[config.mk]
export PLATFORM = sky130hd
export DESIGN_NAME = wc_tile_feeder
export DESIGN_NICKNAME = d
export VERILOG_FILES = /design/src/rtl/wc_tile_feeder.sv
export SDC_FILE = /design/constraint.sdc
export NUM_CORES = 1
export LEC_CHECK = 0
export ABC_AREA = 1
export CORE_AREA = 2 2 104 96
export CTS_CLUSTER_SIZE = 12
export DETAILED_ROUTE_END_ITERATION = 10
export DIE_AREA = 0 0 106 98
export GPL_TIMING_DRIVEN = 0
export PLACE_DENSITY = 0.71
export SYNTH_ARGS = -nofsm -noshare
export SYNTH_HDL_FRONTEND = slang
export SYNTH_SLANG_ARGS = --single-unit
[constraint.sdc]
create_clock -name clk -period 4.8 [get_ports clk]
set_input_delay 0.48 -clock clk [delete_from_list [all_inputs] [get_ports clk]]
set_output_delay 0.48 -clock clk [all_outputs]
set_load 0.02 [all_outputs]
[src/rtl/wc_tile_feeder.sv]
// Producer side of the Winograd F(6,4) core: packs a serial sample stream into
// overlapping N-sample tiles (stride M) with zero-padding at the end of each row.
module wc_tile_feeder #(
   parameter int W = 10,
   parameter int N = 9,
   parameter int M = 6
) (
   input  logic           clk,
   input  logic           rst,
   input  logic [W-1:0]   in_data,
   input  logic           in_valid,
   input  logic           in_last,
   output logic           in_ready,
   output logic [N*W-1:0] D,
   output logic           tile_valid,
   input  logic           tile_ready,
   output logic           tile_last,
   output logic [3:0]     tile_fill
);

   typedef enum logic {FILL, HOLD} state_t;

   localparam logic [3:0]  LAST_SLOT = 4'(N - 1);
   localparam int unsigned OVL       = N - M;

   state_t       state, state_nx;
   logic         run;
   logic [3:0]   cnt;
   logic [W-1:0] tbuf [N];
   logic         tlast;
   logic [3:0]   tfill;
   logic         accept;
   logic         close;

   always_ff @(posedge clk) begin
      if (!rst) state <= FILL;
      else      state <= state_nx;
   end

   // run keeps in_ready low for the reset cycle even though state is already FILL
   always_comb begin
      state_nx   = state;
      in_ready   = (state == FILL) && run;
      tile_valid = (state == HOLD);
      accept     = in_valid && in_ready;
      close      = accept && ((cnt == LAST_SLOT) || in_last);
      case (state)
         FILL: if (close)      state_nx = HOLD;
         HOLD: if (tile_ready) state_nx = FILL;
         default:              state_nx = FILL;
      endcase
   end

   always_ff @(posedge clk) begin
      if (!rst) begin
         run   <= 1'b0;
         cnt   <= '0;
         tlast <= 1'b0;
         tfill <= '0;
         for (int unsigned k = 0; k < N; k++) tbuf[k] <= '0;
      end else begin
         run <= 1'b1;
         if (accept) begin
            tbuf[cnt] <= in_data;
            cnt       <= cnt + 4'd1;
            if (close) begin
               tfill <= cnt + 4'd1;
               tlast <= in_last;
            end
         end else if (state == HOLD && tile_ready) begin
            // carry the trailing overlap forward unless the row just ended
            for (int unsigned k = 0; k < N; k++)
               tbuf[k] <= (!tlast && k < OVL) ? tbuf[(k + M) % N] : '0;
            cnt   <= tlast ? 4'd0 : 4'(OVL);
            tlast <= 1'b0;
            tfill <= '0;
         end
      end
   end

   always_comb begin
      D = '0;
      for (int unsigned k = 0; k < N; k++) D[N*W-1-k*W -: W] = tbuf[k];
   end

   assign tile_last = tlast;
   assign tile_fill = tfill;

endmodule
# Word level (Yosys, flattened, before mapping)
# Memory sizes are Yosys's and may differ from the RTL's.
# Index checks and enable logic that the tools add are counted.
word_totals:
  register_bits: 11
  latchBits: 0
  ramBits: 90
  romBits: 0
  input_bits: 15
  output_inout_bits: 97
  word_cells: 63
  memories: 1
classes:
  n_addsub: 1
  n_mul: 0
  div_mod_pow: 0
  magnitude_cmp: 0
  eq_ne: 2
  shifts: 0
  muxes: 36
  bitwise: 10
  n_reduce_logical: 8
mem_list:
  columns: ["name", "words", "width", "read_ports", "rd_clocked_by_memory_dff", "write_ports", "line_no", "rtl"]
  rows:
  - ["tbuf", 9, 10, 9, 0, 9, "29", "logic [W-1:0] tbuf [N];"]
ops:
  columns: ["operator", "count"]
  rows:
  - ["$mux 10", 13]
  - ["$mux 4", 6]
  - ["$mux 1", 15]
  - ["$reduce_or 10->1", 1]
  - ["$or 1x1->1", 9]
  - ["$add 4x1->4 const B", 1]
  - ["$eq 4x4->1 const B", 1]
  - ["$logic_and 1x1->1", 4]
  - ["$mux 2", 1]
  - ["$ne 2x1->1 const B", 1]
  - ["$pmux 1 s2", 1]
  - ["$reduce_and 2->1", 1]
  - ["$reduce_bool 2->1", 1]
  - ["$logic_or 1x1->1", 1]
  - ["$not 1->1", 1]

# Depth between registers and ports, before layout
logic_depth:
  word_depth: 8
  ltp_mapped: 9
  mapped_depth_nobuf: 9

# Least setup slack after synthesis
# OpenSTA, ideal clock, no wires.
synth_path:
  path_type: "input to register"
  from: "input rst"
  to: "memory tbuf[4][0], enable pin"
  setup_time_ns: 0.340
  t_arrival_ns: 1.355
  required_time_ns: 4.460
  setup_slack_ns: 3.106
  path_stages: 6
  n_path_buf: 2
  path_cell_list: "buf_4 -> inv_4 -> nor2_8 -> nand3_1 -> buf_4 -> nand2_1"
synth_lines:
  columns: ["element", "line_no", "rtl"]
  rows:
  - ["from (decl)", "9", "input logic rst,"]
  - ["to (decl)", "29", null]

==> results.json <==
{
  "synthCells": 334,
  "die-area_sq_mm": 0.0104,
  "clkPwrFrac_pct": 29.0,
  "hold_class": "reg2reg",
  "cts_tree": "done",
  "holdPathStages": 2,
  "cts.sinks": 101,
  "portBuffers": 111,
  "sequentialPowerShare_pct": 58.3,
  "fin_cells": 587,
  "via_count": 2971,
  "run_status": "complete, no violations",
  "layout_commonest_cell": "clkdlybuf4s50_1",
  "synth_edf_count": 90,
  "core-area_sq_mm": 0.00940,
  "grt_max_degree": 19,
  "start_kind": "primary input",
  "internal_power_w": 0.00128,
  "dpl.cell_count": 571,
  "irDropWorstVdd_uv": 172,
  "ys_warn_count": 0,
  "vias_per_cell": 5.06,
  "fin_nets": 475,
  "cp_max_fo": 10,
  "path_delay_family": "buffers and inverters",
  "final_area_sq_mm": 0.00556,
  "n_antenna_cell": 0,
  "grt_first_pass_wirelength_mm": 14.8,
  "power-per-cell-area_mw_per_mm2": 313,
  "final_max_slew_viol_count": 0,
  "avgSynthCellArea_sq_um": 12.3,
  "swShare_pct": 26.3,
  "pre_cts_slack_ns": 2.32,
  "dp_hpwl_mm": 6.95,
  "clock_latency_ns": 0.37,
  "track_usage_pct": 19.1,
  "syn_area_sq_mm": 0.00411,
  "placed_area_sq_mm": 0.00538,
  "setup_viol": 0,
  "die_h_um": 98,
  "cts_setup_buffers": 0,
  "synth_top_area_cell": "edfxtp_1",
  "cap_viol_max_count": 0,
  "cp.depth": 5,
  "syn-num-nets": 353,
  "initial_utilization_pct": 43.7,
  "fin_crit_ns": 2.11,
  "most-common-layout-cells": "clkdlybuf4s50_1 (111), edfxtp_1 (90), nor2_1 (69)",
  "clkTransAtPathRegs_ns": 0.10,
  "die_x_um": 106,
  "ys_types": 29,
  "ctsHtreeMaxLevel": 3,
  "reg2regPathDepth": 5,
  "hold_violations": 0,
  "wl_mm": 9.80,
  "cp.required_ns": 4.82,
  "slowest_stage": "clkdlybuf4s50_1",
  "synth_top_flop_cell": "edfxtp_1",
  "max_clock_freq_mhz": 474,
  "drtPass1Iterations": 5,
  "ctsResizeCount": 0,
  "finClkSkew_ns": 0.0114,
  "timing.final.crit_share_pct": 43.9,
  "leakage_nw": 2.07,
  "io_pins": 112,
  "slew_headroom_pct": 61.1,
  "max_stage_delay_ns": 0.48,
  "hold_buffers": 0,
  "area_delta_synth_final_pct": 35.3,
  "tns_ns": 0,
  "cts.path.max_buffers": 2,
  "final_layout_size_suffix_gt1_share_pct": 12.1,
  "wl_per_cell_um": 16.7,
  "cts-buffers-inserted": 9,
  "rows": 34,
  "crit_arrival_ns": 2.13,
  "ys_ff_latch": 101,
  "grt_pass1_vias": 2805,
  "worstSetupPathType": "in2reg",
  "path_cells": "clkdlybuf4s50_1 -> buf_4 -> inv_4 -> a21oi_2 -> nand2_1",
  "overflow": 0,
  "final_antenna_net_count": 0,
  "antenna_found_initial": 0,
  "tightest_slew_ns": 0.584,
  "cts_root_buffer": "clkbuf_8",
  "p_comb_share_pct": 12.7,
  "endpoint_kind": "register",
  "rsz0062_at_grt": "false",
  "synth.top_cell.area_share_pct": 65.8,
  "first_iter_violations": 182,
  "cp.buffers_inverters": 3,
  "gp_congestion": 0.809,
  "ys_async_sr_fraction_pct": 0,
  "p_switching_w": 0.000459,
  "remaining_drc_errors": 0,
  "ys_seq_area_share_pct": 71.1,
  "ys_top_cells_by_area": "edfxtp_1 (66%), nor2_1 (6.3%), dfxtp_1 (5.4%)",
  "fin_ws_ns": 2.69
}
## synthesized netlist by cell type, types with 4 or more instances
library cell / n
buf_2: 4
clkinv_1: 10
inv_1: 9
a21oi_1: 4
nand3_2: 4
nand2_1: 32
buf_6: 4
edfxtp_1: 90
o21ai_2: 11
ha_1: 4
buf_4: 5
dfxtp_1: 11
o21ai_0: 4
nand3_1: 39
nor2_1: 69
o21ai_1: 16
## layer usage
metal,track usage [%],wire length [um]
met5,0,0
met4,7.49,239
met3,5.61,892
met2,30.1,4550
met1,25.1,4120
## worst reg2reg max path: stages, from the launching register on
cell and delay [ns]:
dfxtp_1 0.36, inv_1 0.14, ha_1 0.27, nand3_1 0.16, buf_4 0.20, nand2_1 0.31
## kinds of logic after synthesis
kind of cell    synth area share [%]
flops                           71.1
fa+ha+maj                       1.22
buf+inv                         4.93
compound gates                  5.63
simple gates                    17.1
## per-stage QoR
| stage | hold WS (ns) | utilization, % | power [W] |
|---|---|---|---|
| 6_report | 0.497 | 59.1 | 0.00174 |
| 5_1_grt | 0.524 | 59.1 | 0.00180 |
| 3_3_place_gp | 0.480 | 57.2 | 0.00125 |
| 4_1_cts | 0.501 | 59.1 | 0.00175 |
| 3_5_place_dp | 0.487 | 57.2 | 0.00126 |
| 2_1_floorplan | 0.496 | - | 0.00114 |
## final cells by class
class	instances	area, sq um
inverter	23	88.8
timing repair buffer	111	1110
fill	770	3840
multi-input combinational	194	983
clock buffer	10	128
clock inverter	6	53.8
tap	126	158
buffer	16	114
sequential	101	2920
## path summary, 6_finish.rpt
path	start	endpoint	slack, ns
worst max-delay path	rst	tbuf[0][9]	2.69
worst min-delay path	tile_fill[3]	tile_fill[3]	0.50
worst max register to register	cnt[0]	tbuf[4][0]	3.03
worst min register to register	tile_fill[3]	tile_fill[3]	0.50
## registers in the layout (all words and copies together) (netlist names)
register    cells
tile_last       1
cnt             4
run             1
tbuf           90
tile_valid      1
tile_fill       4
## power groups by stage
stage / Combinational (W) / Clock (W) / Sequential, W
2_1_floorplan: 0.0000574 / 0 / 0.00108
3_3_place_gp: 0.000219 / 0 / 0.00104
3_5_place_dp: 0.000222 / 0 / 0.00104
4_1_cts: 0.000223 / 0.000511 / 0.00102
5_1_grt: 0.000234 / 0.000549 / 0.00102
6_report: 0.000222 / 0.000505 / 0.00102
(Power assumes the default switching activity.)
